[src/rtl/scanchain_pkg.sv]
// Shared types and frame-geometry helpers for the scan-chain master.
package scanchain_pkg;

    typedef enum logic [1:0] {
        ST_IDLE  = 2'd0,
        ST_SHIFT = 2'd1,
        ST_RESP  = 2'd2
    } state_t;

    localparam int MIN_DIV = 2;

    function automatic int frame_len(input int addr_bits, input int payload_bits);
        return addr_bits + payload_bits;
    endfunction

    // Width needed to index 0..n-1, never below one bit.
    function automatic int idx_bits(input int n);
        return (n < 2) ? 1 : $clog2(n);
    endfunction

endpackage

[src/rtl/scanchain_master_scan_clk_gen.sv]
// Half-period divider: produces scan_clk and one-cycle-early rise/fall strobes.
module scan_clk_gen #(
    parameter int DIV_BITS = 16
) (
    input  logic                clk,
    input  logic                reset,
    input  logic                i_start,
    input  logic                i_stop,
    input  logic [DIV_BITS-1:0] i_div,
    output logic                o_scan_clk,
    output logic                o_rise,
    output logic                o_fall
);

    logic                r_run;
    logic                r_clk;
    logic [DIV_BITS-1:0] r_div;
    logic [DIV_BITS-1:0] r_cnt;
    logic                w_term;

    // Strobes flag that scan_clk toggles on the coming clk edge.
    assign w_term     = r_run && (r_cnt == r_div);
    assign o_rise     = w_term && !r_clk;
    assign o_fall     = w_term && r_clk;
    assign o_scan_clk = r_clk;

    always_ff @(posedge clk) begin
        if (reset) begin
            r_run <= 1'b0;
            r_clk <= 1'b0;
            r_div <= '0;
            r_cnt <= '0;
        end else if (i_stop) begin
            r_run <= 1'b0;
            r_clk <= 1'b0;
            r_cnt <= '0;
        end else if (i_start) begin
            r_run <= 1'b1;
            r_clk <= 1'b0;
            r_div <= i_div;
            r_cnt <= DIV_BITS'(1);
        end else if (w_term) begin
            r_clk <= ~r_clk;
            r_cnt <= DIV_BITS'(1);
        end else if (r_run) begin
            r_cnt <= r_cnt + DIV_BITS'(1);
        end
    end

endmodule

[src/rtl/scanchain_master.sv]
// Serial scan-chain master: shifts an addr+payload frame out on a shared
// scan_clk/scan_in and captures the selected chain's return data.
module scanchain_master
    import scanchain_pkg::*;
#(
    parameter int ADDR_BITS    = 12,
    parameter int PAYLOAD_BITS = 169,
    parameter int NUM_CHAINS   = 4,
    parameter int DIV_BITS     = 16,
    localparam int N           = frame_len(ADDR_BITS, PAYLOAD_BITS),
    localparam int CHW         = idx_bits(NUM_CHAINS)
) (
    input  logic                    clk,
    input  logic                    reset,
    input  logic                    req_valid,
    output logic                    req_ready,
    input  logic [ADDR_BITS-1:0]    req_addr,
    input  logic [PAYLOAD_BITS-1:0] req_payload,
    input  logic                    req_reset,
    input  logic [CHW-1:0]          req_chain,
    input  logic [DIV_BITS-1:0]     req_div,
    output logic                    rsp_valid,
    input  logic                    rsp_ready,
    output logic [N-1:0]            rsp_data,
    output logic                    rsp_err,
    output logic                    scan_clk,
    output logic                    scan_in,
    output logic [NUM_CHAINS-1:0]   scan_en,
    output logic [NUM_CHAINS-1:0]   scan_reset,
    input  logic [NUM_CHAINS-1:0]   scan_out
);

    localparam int BW = idx_bits(N);
    localparam logic [CHW:0] NC_L = (CHW+1)'(NUM_CHAINS);

    state_t                r_state;
    logic                  r_req_ready;
    logic                  r_rsp_valid;
    logic                  r_rsp_err;
    logic [N-1:0]          r_cap;
    logic [N-1:0]          r_shift;
    logic [BW-1:0]         r_bits;
    logic                  r_scan_in;
    logic [NUM_CHAINS-1:0] r_en;
    logic [NUM_CHAINS-1:0] r_rst;

    logic                  w_accept;
    logic                  w_chain_ok;
    logic                  w_start;
    logic                  w_stop;
    logic                  w_last;
    logic                  w_rise;
    logic                  w_fall;
    logic                  w_sample;
    logic [DIV_BITS-1:0]   w_div;
    logic [NUM_CHAINS-1:0] w_onehot;

    assign w_accept   = req_valid && r_req_ready;
    assign w_chain_ok = {1'b0, req_chain} < NC_L;
    assign w_start    = w_accept && w_chain_ok;
    assign w_div      = (req_div < DIV_BITS'(MIN_DIV)) ? DIV_BITS'(MIN_DIV) : req_div;
    assign w_onehot   = NUM_CHAINS'(1) << req_chain;
    assign w_last     = w_fall && (r_bits == BW'(N-1));
    assign w_stop     = (r_state == ST_SHIFT) && w_last;
    // r_en is one-hot on the active chain, so this selects its return bit.
    assign w_sample   = |(scan_out & r_en);

    scan_clk_gen #(
        .DIV_BITS(DIV_BITS)
    ) u_clk_gen (
        .clk        (clk),
        .reset      (reset),
        .i_start    (w_start),
        .i_stop     (w_stop),
        .i_div      (w_div),
        .o_scan_clk (scan_clk),
        .o_rise     (w_rise),
        .o_fall     (w_fall)
    );

    always_ff @(posedge clk) begin
        if (reset) begin
            r_state     <= ST_IDLE;
            r_req_ready <= 1'b0;
            r_rsp_valid <= 1'b0;
            r_rsp_err   <= 1'b0;
            r_cap       <= '0;
            r_shift     <= '0;
            r_bits      <= '0;
            r_scan_in   <= 1'b0;
            r_en        <= '0;
            r_rst       <= '0;
        end else begin
            unique case (r_state)
                ST_IDLE: begin
                    r_req_ready <= 1'b1;
                    if (w_accept) begin
                        r_req_ready <= 1'b0;
                        r_cap       <= '0;
                        if (w_chain_ok) begin
                            r_state   <= ST_SHIFT;
                            r_shift   <= {req_addr, req_payload};
                            r_scan_in <= req_addr[ADDR_BITS-1];
                            r_en      <= w_onehot;
                            r_rst     <= req_reset ? w_onehot : '0;
                            r_bits    <= '0;
                        end else begin
                            r_state     <= ST_RESP;
                            r_rsp_valid <= 1'b1;
                            r_rsp_err   <= 1'b1;
                        end
                    end
                end
                ST_SHIFT: begin
                    if (w_rise)
                        r_cap <= {r_cap[N-2:0], w_sample};
                    if (w_fall) begin
                        if (w_last) begin
                            r_state     <= ST_RESP;
                            r_rsp_valid <= 1'b1;
                            r_rsp_err   <= 1'b0;
                            r_en        <= '0;
                            r_rst       <= '0;
                        end else begin
                            r_bits    <= r_bits + BW'(1);
                            r_shift   <= r_shift << 1;
                            r_scan_in <= r_shift[N-2];
                        end
                    end
                end
                ST_RESP: begin
                    if (rsp_ready) begin
                        r_state     <= ST_IDLE;
                        r_rsp_valid <= 1'b0;
                        r_rsp_err   <= 1'b0;
                        r_req_ready <= 1'b1;
                    end
                end
                default: begin
                    r_state <= ST_IDLE;
                end
            endcase
        end
    end

    assign req_ready  = r_req_ready;
    assign rsp_valid  = r_rsp_valid;
    assign rsp_err    = r_rsp_err;
    assign rsp_data   = r_cap;
    assign scan_in    = r_scan_in;
    assign scan_en    = r_en;
    assign scan_reset = r_rst;

endmodule

[config.mk]
export PLATFORM = sky130hd
export DESIGN_NAME = scanchain_master
export DESIGN_NICKNAME = d
export VERILOG_FILES = /design/src/rtl/scanchain_pkg.sv /design/src/rtl/scanchain_master_scan_clk_gen.sv /design/src/rtl/scanchain_master.sv
export SDC_FILE = /design/constraint.sdc
export NUM_CORES = 1
export LEC_CHECK = 0
export BUFFER_PORTS_ARGS = -buffer_cell sky130_fd_sc_hd__buf_2
export CORE_ASPECT_RATIO = 2
export CORE_UTILIZATION = 50
export CTS_BUF_LIST = sky130_fd_sc_hd__clkbuf_4 sky130_fd_sc_hd__clkbuf_8 sky130_fd_sc_hd__clkbuf_16
export CTS_CLUSTER_DIAMETER = 120
export DETAILED_ROUTE_END_ITERATION = 8
export HOLD_SLACK_MARGIN = 0.15
export PLACE_DENSITY_LB_ADDON = 0.2
export SYNTH_ARGS = -nofsm -noshare
export SYNTH_HDL_FRONTEND = slang
export SYNTH_SLANG_ARGS = --single-unit
[constraint.sdc]
create_clock -name clk -period 2 [get_ports clk]
set_clock_uncertainty 0.1 [all_clocks]
set_input_delay 0.4 -clock clk [delete_from_list [all_inputs] [get_ports clk]]
set_output_delay 0.4 -clock clk [all_outputs]
set_load 0.01 [all_outputs]
Word level (Yosys, flattened, before mapping) --
Index checks and enable logic that the tools add are counted.
Cells by class: bitwise gates (word level) 3, $lt $le $gt $ge 1, shift operators 1, eq/ne operators 10, reductions and logical operators 23, multiplexer cells 41, $add $sub $neg 2
Operators by type and width (count):
- two-way mux 180 bit | 3
- two-way mux 181 bit | 2
- case mux 181 bit (2 select lines) | 1
- case mux 180 bit (2 select lines) | 1
- two-way mux 8 bit | 3
- two-way mux 4 bit | 5
- adder 16 x 1 -> 16 bit (second input constant) | 1
- equality test 16 bit | 1
- < comparator 16 x 2 -> 1 bit (second input constant) | 1
- two-way mux 16 bit | 1
- case mux 4 bit (2 select lines) | 2
- case mux 8 bit (2 select lines) | 1
- AND reduction 4 bit | 4
- two-way mux 1 bit | 13
- adder 8 x 1 -> 8 bit (second input constant) | 1
- equality test 8 bit (second input constant) | 1
- two-way mux 2 bit | 4
- inequality test 2 bit (second input constant) | 4
- case mux 1 bit (2 select lines) | 4
- OR reduction 4 bit | 2
- logical AND 1 bit | 6
- case mux 2 bit (3 select lines) | 1
- nonzero test 2 bit | 3
- bitwise AND 4 bit | 1
- 12 further kinds | 15
Storage, ports and cells: input bits 208, output and inout bits 194, register bits after elaboration 417

Longest topological paths before layout --
Gate-level depths: netlist of run 1.
depth after elaboration 7, gate-level depth with buffers 11, depth with buffers taken out 8

Hierarchy --
A second synthesis of run 1 with hierarchy kept.
Second synthesis, totals: cell total of the unflattened synthesis 2151, area, all modules 18626.6 sq um
By module, submodules not included:
- scanchain_master | area an instance 17107.7 sq um, times used 1, cells an instance 1969
- scan_clk_gen | area an instance 1519.0 sq um, times used 1, cells an instance 182

Worst setup path after synthesis of run 1 --
OpenSTA, ideal clock, no wires.
kind register to register, start reg u_clk_gen.r_cnt[0], end reg r_bits[2], data required time 1784 ps, period minus slack after synthesis 2214 ps, path slack -214 ps, arrival 1998 ps, cell stages (with the launch flop) 11, cells stage by stage dfxtp_1 xor2_1 nor4_1 and4_1 buf_6 and3_4 buf_8 buf_12 buf_12 nand2_1 a31o_2
Between the ends: cells in the longest elaborated chain, start to end 6, elaborated cells on any way between the ends 7
Ends and longest elaborated chain:
- from (decl) | RTL line scanchain_master_scan_clk_gen.sv:18 | logic [DIV_BITS-1:0] r_cnt;
- from (signal assigned) | RTL line scanchain_master_scan_clk_gen.sv:46 | r_cnt <= r_cnt + DIV_BITS'(1);
- equality test 16 bit * | RTL line scanchain_master_scan_clk_gen.sv:22 | assign w_term = r_run && (r_cnt == r_div);
- logical AND 1 bit * | RTL line scanchain_master_scan_clk_gen.sv:22
- logical AND 1 bit * | RTL line scanchain_master_scan_clk_gen.sv:24 | assign o_fall = w_term && r_clk;
- logical AND 1 bit | RTL line scanchain_master.sv:63 | assign w_last = w_fall && (r_bits == BW'(N-1));
- inequality test 2 bit (no line)
- AND reduction 4 bit (no line) *
- to (signal assigned) | RTL line scanchain_master.sv:125 | r_bits <= r_bits + BW'(1);
- to (decl) | RTL line scanchain_master.sv:42 | logic [BW-1:0] r_bits;
Every way passes the cells marked *; elsewhere a longest branch is shown, timed or not. A chain may end at the register's enable or synchronous reset.

Worst setup path in the final report of run 1 --
start reg u_clk_gen.r_div[10], end reg r_shift[151]
Between the ends: cells in the longest elaborated chain, start to end 6, elaborated cells on any way between the ends 7
Ends and longest elaborated chain:
- from (decl) | RTL line scanchain_master_scan_clk_gen.sv:17 | logic [DIV_BITS-1:0] r_div;
- from (signal assigned) | RTL line scanchain_master_scan_clk_gen.sv:40 | r_div <= i_div;
- equality test 16 bit * | RTL line scanchain_master_scan_clk_gen.sv:22
- logical AND 1 bit * | RTL line scanchain_master_scan_clk_gen.sv:22
- logical AND 1 bit * | RTL line scanchain_master_scan_clk_gen.sv:24
- logical AND 1 bit | RTL line scanchain_master.sv:63
- inequality test 2 bit (no line)
- AND reduction 4 bit (no line) *
- to (signal assigned) | RTL line scanchain_master.sv:102 | r_shift <= {req_addr, req_payload};
- to (signal assigned) | RTL line scanchain_master.sv:126 | r_shift <= r_shift << 1;
- to (decl) | RTL line scanchain_master.sv:41 | logic [N-1:0] r_shift;
Marked as above.

==> results of run 1 <==
placed cells by master, fill, tap and decap left out, types with 4 or more instances in the layout:
cell type      count
mux2i_1           16
nor4_1            10
a21oi_1          192
buf_12            38
clkbuf_4           6
clkbuf_16         43
o211ai_1           5
dfxtp_2            6
nand4_1            8
dfxtp_1          410
inv_1              8
and3_4            30
buf_2            399
diode_2            4
buf_4             75
and3_1           153
xor2_1            28
dlygate4sd3_1    202
o31ai_1            5
nor3_1           179
nor4b_1            4
nor2_1           228
buf_6              8
clkbuf_8          12
buf_8              6
nand2_1          556
nor3_2             8
nor4_2           178
nand3_1          194
cell families (layout without fill, tap and decap cells):
family,count (synthesis),in the layout,synth area share
other,1,5,0.000191
adder cells (fa/ha/maj),3,3,0.00191
AO/OA/AOI/OAI,220,220,0.0599
flip-flops,416,416,0.424
multiplexers,16,16,0.00815
buffers and inverters,239,811,0.0612
XOR/XNOR,31,31,0.0138
AND/OR/NAND/NOR,1566,1566,0.431
sequential cells by signal (all words and copies together) (netlist names):
register,count
r_state,2
u_clk_gen.r_cnt,16
scan_in,1
u_clk_gen.o_scan_clk,1
u_clk_gen.r_run,1
req_ready,1
scan_reset,4
rsp_data,181
r_shift,180
scan_en,4
r_bits,8
rsp_valid,1
u_clk_gen.r_div,16
stage by stage:
stage          setup slack, ps  utilization
6_report                  -373        0.684
5_1_grt                   -424        0.684
4_1_cts                   -361        0.677
3_5_place_dp              -352        0.585
3_3_place_gp              -313        0.585
2_1_floorplan             -159            -
what timing repair did:
| item | in CTS | in global routing |
|---|---|---|
| setup buffers | 1 | 2 |
| resized for setup | 23 | 42 |
| hold buffers | 202 | 0 |
| cloned | 3 | 3 |
| endpoints found under the hold margin | 208 | 0 |
| pin swaps | 5 | 9 |
| setup endpoints to repair | 413 | 414 |
final cells by class:
type                            count  share of cell area
Antenna cell                        4            0.000378
Clock buffer                       58              0.0458
Clock inverter                     11             0.00591
Inverter                            8             0.00113
Multi-Input combinational cell   1837               0.392
Sequential cell                   416               0.315
Tap cell                          520              0.0246
Timing Repair Buffer              734               0.215
worst max-delay path: cells and delay by family, from the launching register on:
| family | cells | cell delay, ps |
|---|---|---|
| XOR/XNOR | 1 | 180 |
| AND/OR/NAND/NOR | 5 | 1050 |
| buffers and inverters | 3 | 560 |
| flip-flops | 1 | 350 |
routing by layer:
layer  routed length, um  up-vias  part of all wire  global-route usage
met5                   0        -                 0                   0
met4                3540        0             0.056               0.177
met3                4370      240             0.069              0.0650
met2               32400      843              0.51               0.536
met1               23400     9701              0.37               0.328
li1                    -     9670                 -                   -
report_power, final:
part,internal [uW],switching (uW)
logic,1160,1600
registers,8600,194
clock network,4610,3360
total,14400,5150
worst max-delay path by stage:
| stage | start | end | slack [ps] | cells past startpoint |
|---|---|---|---|---|
| after floorplan | u_clk_gen.r_cnt[2]$_SDFFE_PP0P_ | r_bits[2]$_SDFFE_PP0P_ | -160 | 10 |
| after global placement | u_clk_gen.r_div[11]$_SDFFE_PP0P_ | scan_in$_SDFFE_PP0P_ | -310 | 9 |
| after detailed placement | u_clk_gen.r_div[8]$_SDFFE_PP0P_ | r_shift[83]$_SDFFE_PP0P_ | -350 | 9 |
| after CTS | u_clk_gen.r_div[10]$_SDFFE_PP0P_ | r_shift[153]$_SDFFE_PP0P_ | -360 | 9 |
| after global routing | u_clk_gen.r_div[15]$_SDFFE_PP0P_ | r_shift[107]$_SDFFE_PP0P_ | -420 | 9 |
| final | u_clk_gen.r_div[10]$_SDFFE_PP0P_ | r_shift[151]$_SDFFE_PP0P_ | -370 | 9 |
==> reports/qor.csv, run 1 <==
stage;metric;value;unit
outcome;outcome;complete, but fails checks;
outcome;violations;negative setup slack;
layout;fin_area;0.0265;mm^2
sta;period_needed;2370;ps
critical_path;critPathSlowestCell;dfxtp_2;
detailed_routing;drc;0;
layout;fin_cells;3588;
logic_synthesis;yosysSeqAreaShare;0.424;
power_and_ir_drop;ir_worst_vdd;0.786;mV
layout;drive_gt1_frac;0.273;
sta;fmax;421;MHz
clock_network;numCtsBuffers;40;
logic_synthesis;synth_commonest_cells;557 x nand2_1, 416 x dfxtp_1, 229 x nor2_1;
sta;worst_pin_slew;755;ps
clock_network;cts-root-buf;clkbuf_16;
detailed_routing;detail_route.wl_per_cell;17.8;um
critical_path;cp.arrival;2680;ps
logic_synthesis;synth_top_cell_area_share;0.424;
critical_path;rr_startpoint;u_clk_gen.r_div[10]$_SDFFE_PP0P_;
layout;regArea;0.00834;mm^2
global_routing;grt_remaining_overflow;0;
critical_path;crit_chain;xor2_1 > nor4_2 > buf_4 > and4_4 > and3_4 > buf_12 > clkbuf_16 > and3_1 > nor4_2;
hold_path;hold_path.class;in2reg;
critical_path;r2r_slack;-370;ps
hold_path;min_from;req_reset;
sta;slew_headroom;0.497;
logic_synthesis;postSynthCellCount;2492;
detailed_routing;drtIter0Drc;1126;
sta;finalCritPeriodShare;1.19;
power_and_ir_drop;p_per_area;738;mW/mm^2
layout;area_delta_synth_final;34.6;%
sta;fin_setup_tns;-93490;ps
placed_design;routabilityCongestion;0.867;
placed_design;dp_cells;3305;
global_routing;grt_pass1_vias;19997;
hold_path;hold_path_end;scan_reset[2]$_SDFFE_PP0P_;
logic_synthesis;synth-main-ff-cell;dfxtp_1;
logic_synthesis;synth.distinct_cells;50;
sta;finalSetupViolations;411;
critical_path;path_common_cell;nor4_2;
critical_path;crit_type;reg2reg;
die;placement_rows;102;
critical_path;critPathMaxFanout;15;
placed_design;dp_hpwl;39.2;mm
detailed_routing;detail-route-antenna-nets;0;
clock_network;htreeDepth;2;
sta;drv_slew;0;
die;initial_core_util;0.508;
sta;whs;192;ps
clock_network;cts.clk_slew.worst_paths;60;ps
layout;nets;3248;
logic_synthesis;syn_nets;2703;
power_and_ir_drop;p_leak;0.0112;uW
critical_path;cp_slowest_stage_delay;350;ps
placed_design;port_buffers;400;
sta;hold_viol;0;
clock_network;cts.sinks;416;
clock_network;clockBufferDepth;3;
critical_path;cp_data_required_time;2300;ps
die;pin_count;402;
global_routing;grt_pass1_wl;98.9;mm
logic_synthesis;yosysWarnings;0;
logic_synthesis;avgSynthCellArea;7.89;um^2
global_routing;antenna_found_initial;2;
detailed_routing;drt-pass1-iter-count;8;
detailed_routing;via_per_inst;5.70;
hold_path;hold_depth;5;
logic_synthesis;ys_ff_latch;416;
die;design.die.area;0.0402;mm^2
logic_synthesis;synth_edf_count;0;
logic_synthesis;yosys-top-cells-area;dfxtp_1 42%, nor4_2 11%, nand2_1 11%, and3_1 5.8%, a21oi_1 4.9%;
critical_path;reg2reg_to;r_shift[151]$_SDFFE_PP0P_;
clock_network;clock_latency;540;ps
detailed_routing;vias;20454;
detailed_routing;totalWireLength;63.7;mm
global_routing;grt_util_all_layers;0.303;
global_routing;grt_max_degree;114;
logic_synthesis;ys_async_sr_fraction;0;
die;die_x;142;um
layout;multiInputGateArea;0.0104;mm^2
logic_synthesis;synth.most_common_cell;nand2_1;
clock_network;cts_tree;done;
sta;grt_setup_unrepaired;yes;
die;die_h;282;um
power_and_ir_drop;power;19500;uW
logic_synthesis;syn-cell-area;0.0197;mm^2
sta;timing.final.ws_setup;-373;ps
critical_path;r2r.worst_path.cells;9;
die;coreArea;0.0387;mm^2
critical_path;end_kind;flop;
logic_synthesis;synth_top_cell_by_area;dfxtp_1;
placed_design;post_dp_cell_area;0.0226;mm^2
layout;nFillCells;3075;
critical_path;start_kind;flop;
run;drv_cap;0;
(Power assumes the default switching activity.)
==> run 2, diff against run 1 <==
Settings changed: RECOVER_POWER from default to 100.
==> reports/qor.csv, run 2 (synthesized netlist as in run 1, its figures left out) <==
stage;metric;value;unit;change
outcome;outcome;complete, but fails checks;;unchanged
outcome;violations;negative setup slack;;unchanged
placed_design;port_buffers;400;;unchanged
layout;nets;3248;;unchanged
die;die_x;142;um;unchanged
detailed_routing;totalWireLength;63.5;mm;was 63.7 mm
clock_network;htreeDepth;2;;unchanged
global_routing;grt_max_degree;114;;unchanged
detailed_routing;detail-route-antenna-nets;0;;unchanged
sta;grt_setup_unrepaired;yes;;unchanged
critical_path;end_kind;flop;;unchanged
clock_network;cts_tree;done;;unchanged
critical_path;crit_type;reg2reg;;unchanged
die;placement_rows;102;;unchanged
layout;multiInputGateArea;0.0104;mm^2;unchanged
hold_path;min_from;req_reset;;unchanged
power_and_ir_drop;p_leak;0.0103;uW;was 0.0112 uW
power_and_ir_drop;swShare;0.264;;about the same
layout;largest_register_ffs;181;;unchanged
layout;nFillCells;3184;;was 3075
critical_path;rr_startpoint;u_clk_gen.r_div[15]$_SDFFE_PP0P_;;was u_clk_gen.r_div[10]$_SDFFE_PP0P_
layout;regArea;0.00834;mm^2;unchanged
sta;drv_slew;0;;unchanged
hold_path;hold_depth;5;;unchanged
layout;area_delta_synth_final;33.3;%;was 34.6%
critical_path;critPathMaxFanout;15;;unchanged
clock_network;numCtsBuffers;40;;unchanged
detailed_routing;drtIter0Drc;1134;;was 1126
clock_network;clock_latency;540;ps;about the same
critical_path;r2r.worst_path.cells;9;;unchanged
sta;fmax;424;MHz;was 421 MHz
power_and_ir_drop;sequentialPowerShare;0.451;;was 0.450
die;initial_core_util;0.508;;unchanged
sta;hold_viol;0;;unchanged
sta;slew_headroom;0.501;;was 0.497
clock_network;clockBufferDepth;3;;unchanged
clock_network;cts.clk_slew.worst_paths;60;ps;about the same
critical_path;start_kind;flop;;unchanged
sta;period_needed;2360;ps;was 2370 ps
power_and_ir_drop;ir_worst_vdd;0.788;mV;was 0.786 mV
die;coreArea;0.0387;mm^2;unchanged
power_and_ir_drop;p_sw;5150;uW;about the same
detailed_routing;drt-pass1-iter-count;5;;was 8
critical_path;cp.arrival;2660;ps;was 2680 ps
sta;finalCritPeriodShare;1.18;;was 1.19
detailed_routing;detail_route.wl_per_cell;17.7;um;was 17.8 um
die;die_h;282;um;unchanged
hold_path;hold_path.class;in2reg;;unchanged
power_and_ir_drop;p_per_area;745;mW/mm^2;was 738 mW/mm^2
run;drv_cap;0;;unchanged
global_routing;grt_remaining_overflow;0;;unchanged
critical_path;reg2reg_to;r_shift[151]$_SDFFE_PP0P_;;unchanged
layout;final_cell_mix;556 x nand2_1, 410 x dfxtp_1, 228 x nor2_1;;was 556 x nand2_1, 410 x dfxtp_1, 399 x buf_2
clock_network;cts.sinks;416;;unchanged
hold_path;hold_path_end;scan_reset[2]$_SDFFE_PP0P_;;unchanged
global_routing;antenna_found_initial;2;;unchanged
detailed_routing;via_per_inst;5.71;;was 5.70
power_and_ir_drop;power_frac_comb;0.141;;was 0.142
global_routing;grt_pass1_vias;19997;;unchanged
sta;worst_pin_slew;748;ps;was 755 ps
critical_path;cp_data_required_time;2300;ps;about the same
die;design.die.area;0.0402;mm^2;unchanged
placed_design;dp_cells;3305;;unchanged
placed_design;routabilityCongestion;0.867;;unchanged
global_routing;grt_pass1_wl;98.9;mm;unchanged
placed_design;dp_hpwl;39.2;mm;unchanged
layout;layout_commonest_cell;nand2_1;;unchanged
power_and_ir_drop;p_clk_frac;0.408;;about the same
layout;fin_util;0.678;;was 0.684
layout;drive_gt1_frac;0.210;;was 0.273
detailed_routing;drc;0;;unchanged
layout;fin_cells;3588;;unchanged
global_routing;grt_util_all_layers;0.303;;unchanged
sta;timing.final.ws_setup;-357;ps;was -373 ps
sta;finalSetupViolations;406;;was 411
detailed_routing;vias;20474;;was 20454
clock_network;cts-root-buf;clkbuf_16;;unchanged
power_and_ir_drop;internal_power;14400;uW;about the same
die;pin_count;402;;unchanged
critical_path;r2r_slack;-360;ps;was -370 ps
run 2: routing by layer:
| layer | vias to the layer above | GRT usage | share of wire |
|---|---|---|---|
| met3 | 233 | 0.0650 | 0.067 |
| met5 | - | 0 | 0 |
| li1 | 9658 | - | - |
| met1 | 9731 | 0.328 | 0.36 |
| met4 | 0 | 0.177 | 0.056 |
| met2 | 852 | 0.536 | 0.51 |
run 2: how the worst max path moves through the flow:
stage / depth (start not counted) / slack [ps] / end / startpoint
after detailed placement: 9 / -350 / r_shift[83]$_SDFFE_PP0P_ / u_clk_gen.r_div[8]$_SDFFE_PP0P_
after floorplan: 10 / -160 / r_bits[2]$_SDFFE_PP0P_ / u_clk_gen.r_cnt[2]$_SDFFE_PP0P_
after CTS: 9 / -360 / r_shift[153]$_SDFFE_PP0P_ / u_clk_gen.r_div[10]$_SDFFE_PP0P_
after global placement: 9 / -310 / scan_in$_SDFFE_PP0P_ / u_clk_gen.r_div[11]$_SDFFE_PP0P_
after global routing: 9 / -420 / r_shift[107]$_SDFFE_PP0P_ / u_clk_gen.r_div[15]$_SDFFE_PP0P_
final: 9 / -360 / r_shift[151]$_SDFFE_PP0P_ / u_clk_gen.r_div[15]$_SDFFE_PP0P_
run 2: what timing repair did:
item,4_1_cts,5_1_grt
endpoints found under the hold margin,208,0
hold buffers,202,0
gates cloned,3,3
buffers inserted,1,2
resized for setup,23,42
pin swaps,5,9
endpoints found under the setup margin,413,414
run 2: stage by stage:
step                worst slack [ps]  TNS [ps]  instance area (um^2)  power, uW  hold slack (ps)
CTS                             -361   -104520                 26200      19600              165
floorplan                       -159    -17750                 19700      10400              341
finish                          -357    -88370                 26200      19500              190
global placement                -313    -86260                 22600      11200              337
global route                    -424   -126350                 26200      20200              205
detailed placement              -352    -92590                 22600      11300              356
run 2: area by class of cell:
type,count,area share
sequential,416,0.318
antenna,4,0.000382
clock inverter,11,0.00597
multi-input combinational,1837,0.396
inverter,8,0.00115
tap,520,0.0248
timing repair buffer,734,0.207
clock buffer,58,0.0462
run 2: power groups by stage:
| stage | sequential, uW | combinational (uW) | clock [uW] |
|---|---|---|---|
| 6_report | 8800 | 2760 | 7960 |
| 5_1_grt | 8820 | 3000 | 8410 |
| 4_1_cts | 8780 | 2690 | 8110 |
| 3_5_place_dp | 8960 | 2350 | 0 |
| 3_3_place_gp | 8950 | 2290 | 0 |
| 2_1_floorplan | 8920 | 1510 | 0 |
run 2: worst max-delay path, cell delays in order, from the launching register on:
cell and delay, ps:
dfxtp_2 320, xor2_1 150, nor4_1 300, buf_4 170
and4_4 250, and3_4 290, buf_12 200, clkbuf_16 190
and3_1 170, nor4_2 50
